<file path="src/rtl/id_ex_stage.sv">
// id_ex_stage: ID/EX pipeline register with load-use hazard detection.
//
// Captures the decoded instruction bundle on each rising edge and presents it,
// registered, to the execute stage and the ALU controller. A bubble (all ex_*
// fields zero, so the ALU controller sees ADD and no side effects occur) is
// inserted on a branch/jump flush or on a load-use hazard. The stage holds
// while stall_ext is high.
//
// Optional feature: define ID_EX_HAZARD_STATS_EN to enable the saturating
// stall_cnt / flush_cnt statistics counters. When it is undefined, both
// outputs are tied to zero and no counter flops exist.
//
// Ports:
//   clk, rst_n            rising-edge clock, asynchronous active-low reset
//   id_valid              decode slot holds a real instruction
//   id_pc/rd1/rd2/imm     XLEN-wide PC, operands and sign-extended immediate
//   id_rs1/rs2/rd         register indices
//   id_funct3/funct7      instruction function fields
//   id_aluop              ALU operation class
//   id_ctrl               {alusrc, memread, memwrite, regwrite, memtoreg, branch, jump}
//   flush_ex              kill younger instructions (branch/jump taken in EX)
//   stall_ext             downstream busy; freeze the stage
//   ex_*                  registered copies of the id_* fields
//   hold_if_id            combinational: freeze PC and IF/ID this cycle
//   stall_cnt, flush_cnt  hazard statistics (zero unless the feature is enabled)
module id_ex_stage #(
   parameter int unsigned XLEN  = 32,
   parameter int unsigned CNT_W = 16
) (
   input  logic             clk,
   input  logic             rst_n,
   input  logic             id_valid,
   input  logic [XLEN-1:0]  id_pc,
   input  logic [XLEN-1:0]  id_rd1,
   input  logic [XLEN-1:0]  id_rd2,
   input  logic [XLEN-1:0]  id_imm,
   input  logic [4:0]       id_rs1,
   input  logic [4:0]       id_rs2,
   input  logic [4:0]       id_rd,
   input  logic [2:0]       id_funct3,
   input  logic [6:0]       id_funct7,
   input  logic [1:0]       id_aluop,
   input  logic [6:0]       id_ctrl,
   input  logic             flush_ex,
   input  logic             stall_ext,
   output logic             ex_valid,
   output logic [XLEN-1:0]  ex_pc,
   output logic [XLEN-1:0]  ex_rd1,
   output logic [XLEN-1:0]  ex_rd2,
   output logic [XLEN-1:0]  ex_imm,
   output logic [4:0]       ex_rs1,
   output logic [4:0]       ex_rs2,
   output logic [4:0]       ex_rd,
   output logic [2:0]       ex_funct3,
   output logic [6:0]       ex_funct7,
   output logic [1:0]       ex_aluop,
   output logic [6:0]       ex_ctrl,
   output logic             hold_if_id,
   output logic [CNT_W-1:0] stall_cnt,
   output logic [CNT_W-1:0] flush_cnt
);

   // Position of memread inside the control bundle.
   localparam int unsigned MEMREAD_BIT = 5;

   logic load_use;
   logic bubble;

   // A load in EX whose destination is read by the instruction in ID.
   always_comb begin
      load_use = id_valid & ex_valid & ex_ctrl[MEMREAD_BIT] & (ex_rd != 5'd0) &
                 ((ex_rd == id_rs1) | (ex_rd == id_rs2)) & ~flush_ex;
   end

   // ex_valid is already 0 in reset, but stall_ext must also be masked there.
   assign hold_if_id = rst_n & (load_use | stall_ext);

   // Flush beats stall; stall beats the load-use bubble.
   assign bubble = flush_ex | (load_use & ~stall_ext);

   // Pipeline register: bubble, hold, or load.
   always_ff @(posedge clk or negedge rst_n) begin
      if (!rst_n) begin
         ex_valid  <= 1'b0;
         ex_pc     <= '0;
         ex_rd1    <= '0;
         ex_rd2    <= '0;
         ex_imm    <= '0;
         ex_rs1    <= '0;
         ex_rs2    <= '0;
         ex_rd     <= '0;
         ex_funct3 <= '0;
         ex_funct7 <= '0;
         ex_aluop  <= '0;
         ex_ctrl   <= '0;
      end else if (bubble) begin
         ex_valid  <= 1'b0;
         ex_pc     <= '0;
         ex_rd1    <= '0;
         ex_rd2    <= '0;
         ex_imm    <= '0;
         ex_rs1    <= '0;
         ex_rs2    <= '0;
         ex_rd     <= '0;
         ex_funct3 <= '0;
         ex_funct7 <= '0;
         ex_aluop  <= '0;
         ex_ctrl   <= '0;
      end else if (!stall_ext) begin
         ex_valid  <= id_valid;
         ex_pc     <= id_pc;
         ex_rd1    <= id_rd1;
         ex_rd2    <= id_rd2;
         ex_imm    <= id_imm;
         ex_rs1    <= id_rs1;
         ex_rs2    <= id_rs2;
         ex_rd     <= id_rd;
         ex_funct3 <= id_funct3;
         ex_funct7 <= id_funct7;
         ex_aluop  <= id_aluop;
         // An invalid slot must never cause a side effect downstream.
         ex_ctrl   <= id_valid ? id_ctrl : 7'd0;
      end
   end

`ifdef ID_EX_HAZARD_STATS_EN
   localparam logic [CNT_W-1:0] CNT_MAX = '1;

   logic [CNT_W-1:0] stall_q;
   logic [CNT_W-1:0] flush_q;

   // Saturating hazard statistics.
   always_ff @(posedge clk or negedge rst_n) begin
      if (!rst_n) begin
         stall_q <= '0;
         flush_q <= '0;
      end else begin
         if (load_use && !stall_ext && (stall_q != CNT_MAX)) begin
            stall_q <= stall_q + CNT_W'(1);
         end
         if (flush_ex && (flush_q != CNT_MAX)) begin
            flush_q <= flush_q + CNT_W'(1);
         end
      end
   end

   assign stall_cnt = stall_q;
   assign flush_cnt = flush_q;
`else
   assign stall_cnt = '0;
   assign flush_cnt = '0;
`endif

endmodule

</file>
<file path="config.mk">
export PLATFORM = sky130hd
export DESIGN_NAME = id_ex_stage
export DESIGN_NICKNAME = d
export VERILOG_FILES = /design/src/rtl/id_ex_stage.sv
export SDC_FILE = /design/constraint.sdc
export NUM_CORES = 1
export LEC_CHECK = 0
export BUFFER_PORTS_ARGS = -buffer_cell sky130_fd_sc_hd__clkbuf_2
export CORE_AREA = 5 5 139 141
export DETAILED_ROUTE_END_ITERATION = 8
export DIE_AREA = 0 0 144 146
export PLACE_DENSITY = 0.71
export SLEW_MARGIN = 20
export SYNTH_ARGS = -nofsm -noshare
export SYNTH_HDL_FRONTEND = slang
export SYNTH_SLANG_ARGS = --single-unit
</file>
<file path="constraint.sdc">
create_clock -name clk -period 1.8 [get_ports clk]
set_input_delay 0.18 -clock clk [delete_from_list [all_inputs] [get_ports clk]]
set_output_delay 0.18 -clock clk [all_outputs]
set_load 0.005 [all_outputs]
</file>
==> results of run 1 <==
-- critical path, cell delays in order (launching register included) --
cell and delay (ns):
sky130_fd_sc_hd__dfrtp_1 0.42, sky130_fd_sc_hd__or4_1 0.58, sky130_fd_sc_hd__o221ai_4 0.18, sky130_fd_sc_hd__buf_4 0.26
sky130_fd_sc_hd__bufbuf_16 0.34, sky130_fd_sc_hd__a32o_1 0.18
-- metal layers --
| layer | global-route usage | vias to the layer above |
|---|---|---|
| met4 | 0.0847 | 0 |
| met1 | 0.236 | 2940 |
| met2 | 0.352 | 295 |
| li1 | - | 2631 |
| met5 | 0 | - |
| met3 | 0.0667 | 50 |
-- cell families after synthesis --
| kind of cell | Yosys count |
|---|---|
| flip-flops | 163 |
| other | 1 |
| AND/OR/NAND/NOR | 32 |
| buffers and inverters | 89 |
| AO/OA/AOI/OAI | 165 |
| XOR/XNOR | 10 |
-- synth_stat cells, drive strengths merged --
cell type / instances
xnor2: 6
and4: 1
a21boi: 1
a22o: 10
inv: 2
nor2b: 8
nand3: 2
xor2: 4
dfrtp: 163
a32o: 153
nor3: 2
o221ai: 1
or4: 1
and2: 6
and3: 10
conb: 1
nor2: 2
buf: 42
clkbuf: 45
-- timing repair --
action                     CTS  global route
buffers inserted             4             0
cloned                       2             0
hold endpoints to repair   183             1
setup endpoints to repair  164           164
pin swaps                    9             2
hold buffers               101             1
gates resized for setup      3             5
-- registers in the layout, summed over array words and instances (netlist names), 2 cells and up --
| signal | flops |
|---|---|
| ex_pc | 32 |
| ex_imm | 32 |
| ex_rs1 | 5 |
| ex_rs2 | 5 |
| ex_rd | 5 |
| ex_aluop | 2 |
| ex_funct7 | 7 |
| ex_rd2 | 32 |
| ex_rd1 | 32 |
| ex_ctrl | 7 |
| ex_funct3 | 3 |
-- power breakdown --
part	internal, W	switching, W	leakage [nW]
Sequential	0.00386	0.000123	2.17
Clock	0.00210	0.00154	0.277
Combinational	0.000637	0.000529	2.68
Total	0.00660	0.00219	5.13
-- cells in the final DEF, fill, tap and decap left out, drive strengths merged, types with 3 or more instances in the layout --
cell type | synthesis | layout
and3 | 10 | 10
xor2 | 4 | 4
nor2b | 8 | 8
dlygate4sd3 | 0 | 102
inv | 2 | 6
clkinv | 0 | 3
a22o | 10 | 10
and2 | 6 | 6
conb | 1 | 32
buf | 42 | 26
dfrtp | 163 | 163
clkbuf | 45 | 346
xnor2 | 6 | 6
clkinvlp | 0 | 4
a32o | 153 | 153
-- metrics by stage --
| step | worst slack (ns) | util |
|---|---|---|
| 6_report | -0.232 | 0.566 |
| 5_1_grt | -0.316 | 0.566 |
| 4_1_cts | -0.240 | 0.564 |
| 3_5_place_dp | -0.180 | 0.469 |
| 3_3_place_gp | -0.123 | 0.469 |
| 2_1_floorplan | 0.0189 | - |
-- layout make-up --
class	count	area, sq um
Clock inverter	13	150
Inverter	2	7.51
Multi-Input combinational cell	239	2090
Antenna cell	1	2.50
Clock buffer	18	439
Sequential cell	163	4080
Tap cell	229	287
Timing Repair Buffer	458	3040
Fill cell	1495	7740
-- worst paths after layout --
check | endpoint | slack (ns) | depth (start not counted)
hold / removal | ex_imm[14]$_DFFE_PN0P_ | 0.02 | 2
min in group asynchronous | ex_rd1[23]$_DFFE_PN0P_ | 0.55 | 3
max in group asynchronous | ex_ctrl[0]$_DFFE_PN0P_ | 0.65 | 3
hold reg to reg | ex_rd2[26]$_DFFE_PN0P_ | 0.49 | 1
setup / recovery | ex_pc[20]$_DFFE_PN0P_ | -0.23 | 5
setup reg to reg | ex_pc[20]$_DFFE_PN0P_ | -0.23 | 5
==> reports/summary.md, run 1 <==
Number of clock buffers inserted by TritonCTS: 17. The min-delay analysis places its worst path in the category input port to register. The maximum resistive drop on vdd came out at 0.642 mV. The arrival time of the worst setup path is 2.38 ns.

The power density relative to cell area was 871 nW/um^2; the post-synthesis share of cell area spent on and, or, nand and nor gates was 0.0293. The logs give 22,300 microns for the total length of routed wires and 6,217 for the via count of the first global-routing pass. Final net count: 1,048. The initial antenna violation count was 1; the compound-gate portion of the synthesized area was 0.248. The logs give 0 for the number of max-cap violations and 0.42 ns for the clock latency on the worst-skew pair.

The area growth from synthesis to layout is 52.6%. In this run the mean area of a mapped cell was 14.4 sq um. The setup path with the least slack is of type register to register. The peak fanout along the critical path came out at 21. Buffers placed on the I/O ports in this run total 330. For the finished layout, the period the worst path requires is 2.03 ns. The top metal layer carrying routed signals is met4.

The tools report the worst hold path startpoint as id_imm[14]. The first routing iteration left 344 violations. Counting tap cells, the placed design contains a total of 983 instances. For the final database, setup skew stands at 0.0151 ns. Initial standard-cell utilization of the core: 0.371. The critical path starts at ex_rd[0]$_DFFE_PN0P_. The final worst setup slack came out at -0.232 ns.

The die covers 21,000 sq um. The total count of hold-check failures in the final report came out at 0. Cell at the root of the clock tree: sky130_fd_sc_hd__clkbuf_16. The first global-routing pass estimated 34,000 microns of wire.

The cell area reported after detailed placement is 8360 sq um. The flow ran to the end, but the final reports show violations. In the final routed layout, each cell accounts on average for 19.8 microns.

The run gives 14,300 microns as the detailed placement HPWL. The setup TNS came out at -22.44 ns. Final weighted congestion in routability-driven placement: 0.808. The tools report the kind of end point of the critical path as a register.

The first TritonRoute pass finished after 5 iterations. The share of the synthesized area in the top cell type works out to 0.616. The count of mapped cells out of synthesis is 460. TritonCTS built the clock tree. The share of the synthesized netlist area taken by xor and xnor gates works out to 0.0132. For the highest achievable clock rate, the log shows 492 MHz. The placement row count is 49, and the overall die width is 144 microns. In this run the critical register-to-register path is launched from ex_rd[0]$_DFFE_PN0P_. The logs give 5,916 for the via count and 8110 microns for the wire length on met1. By area the synthesized netlist is led by sky130_fd_sc_hd__dfrtp_1 62%, sky130_fd_sc_hd__a32o_1 23%, sky130_fd_sc_hd__buf_4 3.7%, sky130_fd_sc_hd__clkbuf_8 2.1%, sky130_fd_sc_hd__clkbuf_1 2.0%. The global route total overflow came out at 0. The transition time at the pin with the least slew margin works out to 0.903 ns. The multiplexer share of the synthesized area came out at 0. The critical path data required time was 2.15 ns. Summing internal, switching and leakage power gives 0.00879 W.

The finished cells cover 10,100 sq um. The share of final-layout standard cells stronger than drive strength 1 is 0.441, and the sequential area share after synthesis is 0.616. The post-route clock period utilization came out at 1.13.

For the final cell count without fillers, the log shows 1,123. The maximum buffer depth of the clock tree is 2, and the post-route DRC violation count is 0. The count of nets left with antenna violations once routing finished came out at 0.

The floorplan die height was 146 microns. The checks that failed: negative setup slack. The worst setup path is launched from a register. Clock-pin slew was measured on the worst setup and hold paths at 0.07 ns. The logs give 0.0185 ns for the worst hold slack after final layout and 363 for the number of I/O pins. After synthesis, the largest family of logic cells by area is compound AO/OA/AOI/OAI gates.

The biggest area consumer among synthesized cells is sky130_fd_sc_hd__dfrtp_1. For this run, the number of Yosys warnings is 0. The detail-routed via count per cell was 5.27. Setup repair after global routing could not meet its margin everywhere.

The tools report the largest net degree at the start of global routing as 164. The total of endpoints with negative setup slack in the final report is 164, and the number of synthesized register bits is 163. The post-synthesis cell area is 6620 sq um, and the headroom to the max-slew limit is 0.397. The routed length on met3 was 2020 microns; the number of clock sinks was 163.

The adder and majority gate portion of the synthesized area was 0. After floorplanning, the core was sized to cover 17,800 sq um. The number of distinct library cells after synthesis is 23. The logs give 4 for the total number of H-tree levels and 5.13 nW for the leakage component of the power. The final max-slew violation count was 0. The wire length on met2 came out at 11,500 microns. The run gives 0.206 as the global routing usage summed across all routing layers.
Note: power is estimated with default switching activity, not from simulation.
==> run 2: changes to the inputs <==
==> constraint.sdc (replaced) <==
create_clock -name clk -period 1.8 [get_ports clk]
set_input_delay 0.27 -clock clk [delete_from_list [all_inputs] [get_ports clk]]
set_output_delay 0.27 -clock clk [all_outputs]
set_load 0.005 [all_outputs]
==> run 2 against run 1 <==
  * The run ends with negative hold slack, negative setup slack left
  * Sequential share of layout area is 2.4 points higher
  * Hold slack got worse by 0.060 ns
  * Cell area is 5.6% lower
  * Highest routed layer unchanged
==> reports/summary.md, run 2 (synthesized netlist as in run 1, its figures left out) <==
The flow ran to the end, but the final reports show violations. The final reports fail on negative hold slack, negative setup slack. The largest stage delay on the critical path is 0.57 ns (about the same), and the setup TNS is -41.34 ns (-18.90 ns).

The quantity of I/O buffers inserted on ports is 330 (unchanged), and the initial standard-cell utilization of the core is 0.371 (unchanged). Largest net degree at the start of global routing: 164 (unchanged). The detail-routed via count per cell works out to 5.33 (+1.1%). The tools report the worst reg2reg path startpoint as ex_rd[2]$_DFFE_PN0P_. The global route total overflow is 0 (unchanged). In this run the critical register-to-register path is captured at ex_pc[18]$_DFFE_PN0P_.

The logs give 5,584 (-5.6%) for the via count and 17 (unchanged) for the number of clock buffers inserted by TritonCTS. Core footprint: 17,800 sq um (unchanged). For the final net count, the log shows 973 (-7.2%). Among all stages on the critical path, the largest delay is contributed by sky130_fd_sc_hd__or4_4.

The number of max-cap violations is 0 (unchanged), and the placement row count is 49 (unchanged). The antenna diode instance count came out at 0 (-1). The total of endpoints with negative setup slack in the final report is 164 (unchanged). The area growth from synthesis to final layout came out at 44.1%.

For the initial antenna violation count, the log shows 0 (-1). The total count of hold-check failures in the final report is 8 (+8). The worst setup path is launched from a register. Peak fanout along the critical path: 4 (-81%). The run gives 0.42 ns (about the same) as the clock latency on the worst-skew pair. The average wire per standard cell came out at 20.0 microns (+0.64%). The power density relative to cell area is 905 nW/um^2 (+3.9%).

The total length of routed wires is 20,900 microns (-6.1%), and the floorplan die height is 146 microns (unchanged). Setup repair after global routing could not meet its margin everywhere. In the layout the commonest cells are 328 x sky130_fd_sc_hd__clkbuf_2, 161 x sky130_fd_sc_hd__dfrtp_1, 150 x sky130_fd_sc_hd__a32o_1.

The transition time at the pin with the least slew margin is 0.953 ns (+0.0503 ns), and the wire length of the first global-routing pass is 31,500 microns (-7.2%). The family of cells with the greatest summed delay on the critical path was simple AND/OR/NAND/NOR gates. The area of the die was 21,000 sq um (unchanged). The tools report the number of I/O pins as 363 (unchanged).

The worst hold slack after final layout is -0.0412 ns (-0.0598 ns). The critical path in this run is classified as register to primary output. Overall die width: 144 microns (unchanged). The min-delay analysis places its worst path in the category input port to asynchronous set/reset pin. The number of hold buffers added after cts is 0 (-100%), and the post-route cell area is 9540 sq um (-5.6%).

The critical path data required time is 1.53 ns (-0.62 ns). The post-layout minimum cycle time is 2.15 ns (+0.114 ns), and the buffers plus inverters on the worst setup path is 1 (-1). The total number of H-tree levels is 4 (unchanged), and the remaining antenna violation count after routing is 0 (unchanged). The total design power is 0.00863 W (-1.9%), and the share of final-layout standard cells stronger than drive strength 1 is 0.524 (+0.0826). The final max-slew violation count is 0 (unchanged).

The leakage component of the power is 4.95 nW (-3.5%), and the cell area reported after detailed placement is 8560 sq um (+2.4%). The logs give 1,048 (-6.7%) for the final cell count without fillers and -0.346 ns (-0.114 ns) for the final worst setup slack. The number of fillers in the final layout was 1,577 (+5.5%). The arrival time of the worst setup path was 1.88 ns (-0.50 ns). The tools report the headroom to the max-slew limit as 0.365 (-0.0321).

The clock transition time at the flip-flop clock pins of the worst setup and hold paths is 0.06 ns (about the same), and the worst setup slack for register-to-register paths is -0.30 ns (-0.07 ns). TritonCTS built the clock tree. The maximum resistive drop on vdd was 0.611 mV (-4.8%); the total instance count after detailed placement was 1,001 (+1.8%). The global routing usage summed across all routing layers is 0.189 (-0.0168). The run gives 385 (+12%) as the number of DRC violations after detailed-routing iteration 0. The post-route clock period utilization was 1.19 (+0.0634); the highest achievable clock rate was 466 MHz (-5.3%). The number of cells traversed by the worst register-to-register path was 10 (+5).

The number of clock sinks was 163 (unchanged). The signal on the critical path passes through or4_4, o221ai_4, a21boi_1, buf_2. The post-route DRC violation count was 0 (unchanged). The logs give 5 (unchanged) for the count of TritonRoute iterations in the first routing pass and 2 (unchanged) for the maximum buffer depth of the clock tree.

The detailed placement HPWL was 14,400 microns (+0.15%); the final weighted congestion in routability-driven placement was 0.774 (-4.2%). The library cell used most frequently in the layout, excluding fill and tap cells, is sky130_fd_sc_hd__clkbuf_2. The via count of the first global-routing pass was 5,690 (-8.5%). Kind of end point of the critical path: a primary output.

The tree is rooted in a sky130_fd_sc_hd__clkbuf_16. The clock tree skew after final layout is 0.0137 ns (-0.00134 ns).
run 2: area by class of cell:
type	instances	area [sq um]	share of cell area
Clock inverter	13	146	0.0154
Clock buffer	19	443	0.0465
Inverter	2	7.51	0.000787
Tap cell	229	287	0.0300
Multi-Input combinational cell	239	2120	0.222
Timing Repair Buffer	383	2450	0.257
Sequential cell	163	4080	0.428
run 2: per-layer routing:
metal | wire length, microns | track usage | vias to the layer above | part of all wire
li1 | - | - | 2487 | -
met1 | 8240 | 0.233 | 2810 | 0.39
met2 | 10500 | 0.319 | 264 | 0.50
met3 | 1810 | 0.0532 | 23 | 0.087
met4 | 369 | 0.0626 | 0 | 0.018
met5 | 0 | 0 | - | 0
run 2: what timing repair did:
action	in CTS	in global routing
pin swaps	7	19
setup buffers	4	1
gates resized for setup	15	20
setup endpoints to repair	159	164
gates cloned	4	7
run 2: stage by stage:
stage / utilization / worst slack [ns] / hold WS, ns
after floorplan: - / 0.0117 / -0.0256
after global placement: 0.480 / -0.0990 / 0.473
after detailed placement: 0.480 / -0.121 / 0.480
after CTS: 0.523 / -0.350 / 0.0693
after global routing: 0.534 / -0.433 / 0.0730
final: 0.534 / -0.346 / -0.0412
run 2: worst max-delay path by stage:
stage / start / endpoint / slack, ns / depth (start not counted)
floorplan: ex_rd[0]$_DFFE_PN0P_ / hold_if_id / 0.01 / 5
global placement: ex_rd[0]$_DFFE_PN0P_ / ex_rd1[12]$_DFFE_PN0P_ / -0.1 / 8
detailed placement: ex_rd[2]$_DFFE_PN0P_ / ex_rd1[29]$_DFFE_PN0P_ / -0.12 / 8
CTS: ex_rd[2]$_DFFE_PN0P_ / hold_if_id / -0.35 / 7
global route: ex_rd[2]$_DFFE_PN0P_ / hold_if_id / -0.43 / 7
finish: ex_rd[0]$_DFFE_PN0P_ / hold_if_id / -0.35 / 4
run 2: power breakdown:
group	internal [W]	leakage (nW)	switching, W
combinational	0.000517	2.51	0.000485
clock	0.00210	0.278	0.00154
sequential	0.00386	2.17	0.000118
run 2: worst reg2reg max path, stage by stage (launching register included):
cell and delay, ns:
sky130_fd_sc_hd__dfrtp_2 0.47, sky130_fd_sc_hd__xnor2_2 0.17, sky130_fd_sc_hd__nand3_1 0.10, sky130_fd_sc_hd__nor3_2 0.17, sky130_fd_sc_hd__buf_4 0.13, sky130_fd_sc_hd__o221ai_4 0.10
sky130_fd_sc_hd__buf_4 0.15, sky130_fd_sc_hd__buf_6 0.13, sky130_fd_sc_hd__buf_12 0.15, sky130_fd_sc_hd__buf_12 0.14, sky130_fd_sc_hd__a32o_2 0.26
